## src/rtl/code_sender.sv

```systemverilog
// code_sender: bit-serial unlock-code transmitter.
// Accepts a CODE_LEN-bit code on start. It shifts the code out MSB-first on
// d_out, holding each bit for BIT_CYCLES clocks. It then waits up to
// ACK_TIMEOUT cycles for door_open, and retries up to MAX_RETRY times after a
// 2*BIT_CYCLES quiet gap.
// Ports:
//   clk        rising-edge clock
//   reset      asynchronous active-low reset
//   start      transaction request, sampled only in IDLE
//   code_in    code to send, latched when start is accepted
//   door_open  lock feedback, sampled only in WAIT_ACK
//   d_out      registered serial code
//   busy       high in every state except IDLE
//   done       one-cycle completion pulse
//   unlocked   result; valid with done, held until the next accepted start
module code_sender #(
  parameter int CODE_LEN    = 6,
  parameter int BIT_CYCLES  = 1,
  parameter int ACK_TIMEOUT = 8,
  parameter int MAX_RETRY   = 2
) (
  input  logic                clk,
  input  logic                reset,
  input  logic                start,
  input  logic [CODE_LEN-1:0] code_in,
  input  logic                door_open,
  output logic                d_out,
  output logic                busy,
  output logic                done,
  output logic                unlocked
);

  localparam int CYC_MAX = (ACK_TIMEOUT > 2*BIT_CYCLES) ? ACK_TIMEOUT : 2*BIT_CYCLES;
  localparam int CW      = $clog2(CYC_MAX + 1);
  localparam int BW      = $clog2(CODE_LEN);
  localparam int RW      = (MAX_RETRY > 0) ? $clog2(MAX_RETRY + 1) : 1;

  localparam logic [CW-1:0] BIT_LAST  = CW'(BIT_CYCLES - 1);
  localparam logic [CW-1:0] ACK_LAST  = CW'(ACK_TIMEOUT - 1);
  localparam logic [CW-1:0] GAP_LAST  = CW'(2*BIT_CYCLES - 1);
  localparam logic [BW-1:0] IDX_LAST  = BW'(CODE_LEN - 1);
  localparam logic [RW-1:0] RETRY_MAX = RW'(MAX_RETRY);

  typedef enum logic [2:0] {IDLE, SEND, WAIT_ACK, GAP, DONE} state_t;

  state_t              state_q, state_d;
  logic [CODE_LEN-1:0] code_q, code_d;
  logic [CODE_LEN-1:0] shift_q, shift_d;
  logic [BW-1:0]       bit_q, bit_d;
  logic [CW-1:0]       cyc_q, cyc_d;
  logic [RW-1:0]       retry_q, retry_d;
  logic                d_out_q, d_out_d;
  logic                busy_q, busy_d;
  logic                done_q, done_d;
  logic                unlocked_q, unlocked_d;

  // Outputs are registered one cycle ahead: d_out_d always carries the bit
  // that belongs on the wire in the state being entered.
  always_comb begin
    state_d    = state_q;
    code_d     = code_q;
    shift_d    = shift_q;
    bit_d      = bit_q;
    cyc_d      = cyc_q;
    retry_d    = retry_q;
    d_out_d    = 1'b0;
    busy_d     = busy_q;
    done_d     = 1'b0;
    unlocked_d = unlocked_q;
    case (state_q)
      IDLE: begin
        busy_d = 1'b0;
        if (start) begin
          code_d     = code_in;
          shift_d    = code_in;
          bit_d      = '0;
          cyc_d      = '0;
          retry_d    = '0;
          unlocked_d = 1'b0;
          d_out_d    = code_in[CODE_LEN-1];
          busy_d     = 1'b1;
          state_d    = SEND;
        end
      end
      SEND: begin
        if (cyc_q == BIT_LAST) begin
          cyc_d   = '0;
          shift_d = {shift_q[CODE_LEN-2:0], 1'b0};
          if (bit_q == IDX_LAST) begin
            bit_d   = '0;
            state_d = WAIT_ACK;
          end else begin
            bit_d   = bit_q + 1'b1;
            d_out_d = shift_q[CODE_LEN-2];  // next bit after the shift
          end
        end else begin
          cyc_d   = cyc_q + 1'b1;
          d_out_d = shift_q[CODE_LEN-1];
        end
      end
      WAIT_ACK: begin
        // door_open is checked before the timeout so success wins on the last cycle
        if (door_open) begin
          cyc_d      = '0;
          unlocked_d = 1'b1;
          done_d     = 1'b1;
          state_d    = DONE;
        end else if (cyc_q == ACK_LAST) begin
          cyc_d = '0;
          if (retry_q == RETRY_MAX) begin
            unlocked_d = 1'b0;
            done_d     = 1'b1;
            state_d    = DONE;
          end else begin
            retry_d = retry_q + 1'b1;
            state_d = GAP;
          end
        end else begin
          cyc_d = cyc_q + 1'b1;
        end
      end
      GAP: begin
        if (cyc_q == GAP_LAST) begin
          // retries resend the latched code, never the live code_in
          shift_d = code_q;
          d_out_d = code_q[CODE_LEN-1];
          cyc_d   = '0;
          bit_d   = '0;
          state_d = SEND;
        end else begin
          cyc_d = cyc_q + 1'b1;
        end
      end
      DONE: begin
        busy_d  = 1'b0;
        state_d = IDLE;
      end
      default: begin
        busy_d  = 1'b0;
        state_d = IDLE;
      end
    endcase
  end

  always_ff @(posedge clk or negedge reset) begin
    if (!reset) begin
      state_q    <= IDLE;
      code_q     <= '0;
      shift_q    <= '0;
      bit_q      <= '0;
      cyc_q      <= '0;
      retry_q    <= '0;
      d_out_q    <= 1'b0;
      busy_q     <= 1'b0;
      done_q     <= 1'b0;
      unlocked_q <= 1'b0;
    end else begin
      state_q    <= state_d;
      code_q     <= code_d;
      shift_q    <= shift_d;
      bit_q      <= bit_d;
      cyc_q      <= cyc_d;
      retry_q    <= retry_d;
      d_out_q    <= d_out_d;
      busy_q     <= busy_d;
      done_q     <= done_d;
      unlocked_q <= unlocked_d;
    end
  end

  assign d_out    = d_out_q;
  assign busy     = busy_q;
  assign done     = done_q;
  assign unlocked = unlocked_q;

endmodule

```

## config.mk

```make
export PLATFORM = sky130hd
export DESIGN_NAME = code_sender
export DESIGN_NICKNAME = d
export VERILOG_FILES = /design/src/rtl/code_sender.sv
export SDC_FILE = /design/constraint.sdc
export NUM_CORES = 1
export LEC_CHECK = 0
export ABC_CLOCK_PERIOD_IN_PS = 2100
export CORE_AREA = 2 2 58 73
export DETAILED_ROUTE_END_ITERATION = 16
export DIE_AREA = 0 0 60 75
export DONT_BUFFER_PORTS = 1
export REMOVE_ABC_BUFFERS = 1
export SYNTH_ARGS = -nofsm -noshare
export SYNTH_HDL_FRONTEND = slang
export SYNTH_SLANG_ARGS = --single-unit
```

## constraint.sdc

```tcl
create_clock -name clk -period 2.1 [get_ports clk]
set_input_delay 0.42 -clock clk [delete_from_list [all_inputs] [get_ports clk]]
set_output_delay 0.42 -clock clk [all_outputs]
set_load 0.05 [all_outputs]
```

==> results.json, run 1 <==
{
  "status": "finished, final reports clean",
  "clkSinkCount": 28,
  "ys_seq_area_share_pct": 42.7,
  "dr.pass1.iters": 4,
  "syn_area_um2": 1640,
  "crit_arrival_ps": 2130,
  "synth_top_area_share_pct": 42.7,
  "placementRows": 25,
  "avgViaCountPerCell": 5.38,
  "cts-buffers-inserted": 3,
  "final_layout_size_suffix_gt1_share_pct": 15.2,
  "synth.avg_cell_area_um2": 9.60,
  "busiest_layer": "met2",
  "whs_ps": 242,
  "clockBufferDepth": 2,
  "total_leakage_power_nw": 0.829,
  "area_growth_pct": 11.1,
  "synth_area_leaders": "dfrtp_1 43%, nand2_1 6.9%, mux2_4 5.5%",
  "worst-path-max-fanout": 7,
  "vias": 1247,
  "path_clk_slew_ps": 100,
  "grt_pass1_vias": 1337,
  "nets": 194,
  "p_total_w": 0.00282,
  "post_cts_buffers": 0,
  "cts_tree": "built",
  "chipHeight_um": 75,
  "critPathLaunchType": "register",
  "crit_start": "cyc_q[1]$_DFFE_PN0P_",
  "utilization_pct": 48.2,
  "drc": 0,
  "yosys_warnings": 0,
  "wl_um": 3410,
  "gp_congestion": 0.832,
  "antenna_found_initial": 0,
  "hold_depth": 2,
  "slew_headroom_pct": 49.8,
  "ios": 14,
  "ant_nets": 0,
  "synth_edf_count": 0,
  "use_met2_pct": 29.8,
  "first_iter_violations": 20,
  "use_met3_pct": 3.09,
  "synth-seq-cells": 28,
  "chipWidth_um": 60,
  "cts_max_level": 1,
  "crit_required_ps": 2270,
  "skew_ps": 2.19,
  "dp.final_hpwl_um": 2540,
  "insertion_delay_ps": 270,
  "cts_root_buf": "clkbuf_8",
  "critPathKind": "register to register",
  "worstMarginPinSlew_ps": 743,
  "min_path_type": "primary input to register",
  "rsz0062_at_grt": "no",
  "fin_crit_ps": 1970,
  "grtUsageTotal_pct": 17.8,
  "finalHoldViolations": 0,
  "grt-ovfl-total": 0,
  "synth_cell_types": 43,
  "end_kind": "register",
  "netlist.top_cell.by_area": "dfrtp_1",
  "diodes": 0,
  "power.density_nw_per_um2": 1550,
  "io_buffer_count": 0,
  "ctsResizeCount": 0,
  "post-route-period-util_pct": 93.6,
  "core_region_area_um2": 3780,
  "multiInputGateArea_um2": 873,
  "ys.flop_type": "dfrtp_1",
  "r2r-start": "cyc_q[1]$_DFFE_PN0P_",
  "cap_violations": 0,
  "routedWlPerCell_um": 14.7,
  "fmax_mhz": 509,
  "die_area_um2": 4500,
  "rr_worst_depth": 7,
  "fillers": 364,
  "hp-start": "code_in[4]",
  "grt_start_max_net_pins": 29,
  "drv_slew": 0,
  "grt_pass1_wl_um": 6050,
  "final-seq-area_um2": 701,
  "async_reset_ff_share_pct": 100,
  "final.setup.tns_ps": 0,
  "start_util_pct": 43.4,
  "setup_viol": 0,
  "ir_drop_mv": 0.874,
  "synth_cells": 171,
  "gr-usage-met1_pct": 22.1
}
## Yosys cell counts (3+ instances only)
| cell type | number |
|---|---|
| nor3_1 | 4 |
| nand2_1 | 30 |
| o21ai_1 | 4 |
| mux2_4 | 6 |
| nand3_1 | 4 |
| buf_2 | 6 |
| inv_1 | 8 |
| nor2b_1 | 3 |
| nor2_1 | 8 |
| ha_1 | 5 |
| dfrtp_1 | 28 |
| mux2i_1 | 6 |
| a21oi_1 | 9 |
| o21ai_0 | 11 |
| o22ai_1 | 3 |
## critical path, stage by stage, from the launching register on
cell      delay (ps)
dfrtp_1          440
inv_1            100
ha_1             160
nor3b_4          280
nand2_2          120
a211oi_4         230
buf_4            210
mux2_4           310
## where the power goes
group          internal [W]  switching (W)  total, W
registers          0.000758       0.000294   0.00105
logic              0.000724       0.000707   0.00143
clock network      0.000168       0.000170  0.000338
## cell type report
cell class | count | share of cell area (%)
Multi-Input combinational cell | 127 | 47.9
Clock buffer | 4 | 3.02
Inverter | 8 | 1.65
Tap cell | 54 | 3.70
Timing Repair Buffer | 11 | 5.35
Sequential cell | 28 | 38.4
## per-layer routing
| metal | routed length, um | vias up | part of all wire, % |
|---|---|---|---|
| met4 | 104 | 0 | 3.1 |
| met3 | 101 | 10 | 3.0 |
| met1 | 1500 | 602 | 44 |
| met2 | 1700 | 17 | 50 |
| li1 | - | 618 | - |
| met5 | 0 | - | 0 |
## through the flow
stage	setup WS, ps	std cells	area [um2]
2_1_floorplan	102	163	1600
3_3_place_gp	175	226	1740
3_5_place_dp	153	226	1740
4_1_cts	128	232	1820
5_1_grt	11.5	232	1820
6_report	135	232	1820
## kinds of logic (layout without fill, tap and decap cells)
group | Yosys count | in the layout | synth area share [%]
fa+ha+maj | 5 | 5 | 3.81
simple gates | 72 | 72 | 25.2
flops | 28 | 28 | 42.7
compound gates | 37 | 37 | 14.3
mux | 13 | 13 | 9.83
buf+inv | 16 | 23 | 4.12
## sequential cells by signal, summed over array words and instances (netlist names), 2 cells and up
signal / flops
bit_q: 3
code_q: 6
cyc_q: 4
retry_q: 2
shift_q: 6
state_q: 3
## layout by cell type, fill, tap and decap left out, types with 3 or more instances in the layout
cell type,count
nor3_1,4
o22ai_1,3
ha_1,5
mux2_4,6
nor2b_1,3
clkbuf_8,4
a21oi_1,9
nand3_1,4
buf_4,9
nor2_1,8
mux2i_1,6
o21ai_0,11
inv_1,8
nand2_1,30
o21ai_1,4
dfrtp_1,28
## final timing paths
path / endpoint / slack (ps)
setup / recovery: shift_q[4]$_DFFE_PN0P_ / 130
hold / removal: code_q[4]$_DFFE_PN0P_ / 240
setup reg to reg: shift_q[4]$_DFFE_PN0P_ / 130
hold reg to reg: code_q[4]$_DFFE_PN0P_ / 480
max in group asynchronous: cyc_q[3]$_DFFE_PN0P_ / 1360
min in group asynchronous: bit_q[1]$_DFFE_PN0P_ / 580
## what timing repair did
action                     CTS  global route
hold buffers                 2             0
setup endpoints to repair    0             0
hold endpoints to repair    28             0
(Power assumes the default switching activity.)
==> inputs of run 2 (changes only) <==
Settings changed: ABC_AREA from default to 1, CORE_AREA 2 2 58 73 to 2 2 56 71, DIE_AREA 0 0 60 75 to 0 0 58 73, PLACE_DENSITY from default to 0.69.
==> run 2 against run 1 <==
  * Global-route usage shrank 1.6 points
  * Worst hold slack improved by 7.8 ps
  * Die area is 5.9% lower
  * Cell count grew 3.0%
  * Via count shrank 1.1%
  * Final area down 7.1%
  * Clock skew is 2.8 ps higher
  * Power is 11% lower
  * Synthesized cell count up 13%
  * Wire length fell by 11%
  * Critical path type unchanged
==> results.json, run 2 <==
{
  "status": "finished, final reports clean",
  "grt_pass1_vias": 1218,
  "synth_cells": 194,
  "clkSinkCount": 28,
  "worstPathCellList": "inv_2 -> nand2_2 -> nor2_2 -> nand2_2 -> nand4_2 -> nand2_1 -> o21ai_1",
  "synth_area_leaders": "dfrtp_1 45%, nand2_1 17%, nand3_1 4.8%",
  "pre_cts_slack_ps": 518,
  "min_path_type": "primary input to register",
  "start_util_pct": 42.7,
  "nets": 215,
  "worst-path-max-fanout": 12,
  "first_iter_violations": 45,
  "synth_top_area_share_pct": 45.2,
  "fin_crit_ps": 1590,
  "crit_arrival_ps": 1800,
  "netlist.top_cell.by_area": "dfrtp_1",
  "drc": 0,
  "avgViaCountPerCell": 5.16,
  "hold_depth": 2,
  "chipWidth_um": 58,
  "final.setup.tns_ps": 0,
  "synth_top_family_by_area": "simple AND/OR/NAND/NOR gates",
  "synth_mux_area_share_pct": 0,
  "die_area_um2": 4230,
  "grtUsageTotal_pct": 16.2,
  "synth_cell_types": 25,
  "critPathKind": "register to register",
  "drv_slew": 0,
  "cap_violations": 0,
  "cp.buffers_inverters": 1,
  "final_cell_mix": "72 x nand2_1, 28 x dfrtp_1, 15 x inv_1, 15 x nand3_1, 8 x o21ai_0",
  "area_growth_pct": 9.45,
  "synth_compound_area_share_pct": 7.59,
  "total_leakage_power_nw": 0.846,
  "critPathSlowestCell": "dfrtp_1",
  "insertion_delay_ps": 280,
  "final_layout_size_suffix_gt1_share_pct": 13.6,
  "synth_edf_count": 0,
  "ant_nets": 0,
  "crit_path_frequent_cell": "nand2_2",
  "worstMarginPinSlew_ps": 482,
  "syn_area_um2": 1550,
  "vias": 1233,
  "reg2reg_to": "bit_q[2]$_DFFE_PN0P_",
  "ios": 14,
  "placementRows": 25,
  "fmax_mhz": 629,
  "cts_root_buf": "clkbuf_8",
  "chipHeight_um": 73,
  "synth-simple-area-share_pct": 36.8,
  "r2r-start": "state_q[2]$_DFFE_PN0P_",
  "synthMostInstantiatedCell": "nand2_1",
  "setup_viol": 0,
  "p_total_w": 0.00252,
  "dp.final_hpwl_um": 2240,
  "post-route-period-util_pct": 75.7,
  "path_clk_slew_ps": 100,
  "yosys_warnings": 0,
  "whs_ps": 250,
  "synth_commonest_cells": "72 x nand2_1, 28 x dfrtp_1, 15 x inv_1, 15 x nand3_1, 8 x o21ai_0",
  "reg.largest.list": "code_q (6), shift_q (6), cyc_q (4)",
  "synth-seq-cells": 28,
  "synth.avg_cell_area_um2": 7.98,
  "async_reset_ff_share_pct": 100,
  "r2r_slack_ps": 510,
  "slew_headroom_pct": 67.9,
  "rsz0062_at_grt": "no",
  "clockBufferDepth": 2,
  "yosys.area_share.adder_pct": 4.04,
  "skew_ps": 5.00,
  "critPathMaxStageDelay_ps": 440,
  "ir_drop_mv": 0.817,
  "rr_worst_depth": 7,
  "hp-start": "code_in[3]",
  "dr.pass1.iters": 4,
  "crit_required_ps": 2310,
  "cts_tree": "built",
  "core_region_area_um2": 3630,
  "crit_family": "simple AND/OR/NAND/NOR gates",
  "ys.flop_type": "dfrtp_1",
  "io_buffer_count": 0,
  "routedWlPerCell_um": 12.8,
  "setup_ws_ps": 510,
  "end_kind": "register",
  "cts_max_level": 1,
  "cts-buffers-inserted": 3,
  "ys_seq_area_share_pct": 45.2,
  "antenna_found_initial": 0,
  "grt_start_max_net_pins": 29,
  "whs_endpoint": "code_q[3]$_DFFE_PN0P_",
  "finalHoldViolations": 0,
  "layout_commonest_cell": "nand2_1",
  "gp_congestion": 0.808,
  "grt_pass1_wl_um": 5270,
  "critPathLaunchType": "register",
  "grt-ovfl-total": 0,
  "post_cts_buffers": 0,
  "power.density_nw_per_um2": 1480,
  "diodes": 0,
  "wl_um": 3050,
  "synthXorXnorAreaFrac_pct": 1.70
}
## run 2: power by group
part,internal (W),switching [W]
Sequential,0.000741,0.000238
Combinational,0.000373,0.000734
Clock,0.000256,0.000175
Total,0.00137,0.00115
## run 2: routing by layer
| layer | wire length (um) | global-route usage [%] | part of all wire (%) | vias up |
|---|---|---|---|---|
| met5 | 0 | 0 | 0 | - |
| met4 | 113 | 9.30 | 3.7 | 0 |
| met3 | 51 | 1.95 | 1.7 | 8 |
| met2 | 1610 | 28.3 | 53 | 18 |
| met1 | 1280 | 19.0 | 42 | 575 |
| li1 | - | - | - | 632 |
## run 2: cells by family after synthesis
logic type,after synthesis
AO/OA/AOI/OAI,20
XOR/XNOR,3
adder cells (fa/ha/maj),5
buffers and inverters,19
flip-flops,28
AND/OR/NAND/NOR,119
## run 2: worst max path at each step
| stage | from | to | cells after the start |
|---|---|---|---|
| 2_1_floorplan | state_q[2]$_DFFE_PN0P_ | state_q[0]$_DFFE_PN0P_ | 7 |
| 3_3_place_gp | state_q[2]$_DFFE_PN0P_ | state_q[0]$_DFFE_PN0P_ | 7 |
| 3_5_place_dp | state_q[2]$_DFFE_PN0P_ | bit_q[2]$_DFFE_PN0P_ | 7 |
| 4_1_cts | state_q[2]$_DFFE_PN0P_ | state_q[0]$_DFFE_PN0P_ | 7 |
| 5_1_grt | state_q[2]$_DFFE_PN0P_ | state_q[0]$_DFFE_PN0P_ | 7 |
| 6_report | state_q[2]$_DFFE_PN0P_ | bit_q[2]$_DFFE_PN0P_ | 7 |
## run 2: metrics by stage
stage,area (um2),util (%),cells
finish,1700,46.7,239
global route,1700,46.7,239
CTS,1700,46.7,239
detailed placement,1590,43.9,233
global placement,1590,43.9,233
floorplan,1540,-,193
## run 2: what timing repair did
item                                    CTS  global route
gates resized for setup                   0             0
hold buffers                              2             0
endpoints found under the hold margin    28             0
endpoints found under the setup margin    0             0
## run 2: cell type report
cell class / instances / area [um2]
fill: 348 / 1930
multi-input combinational: 147 / 776
sequential: 28 / 701
inverter: 18 / 67.6
tap: 40 / 50.0
clock buffer: 3 / 41.3
clock inverter: 1 / 30.0
timing repair buffer: 2 / 30.0
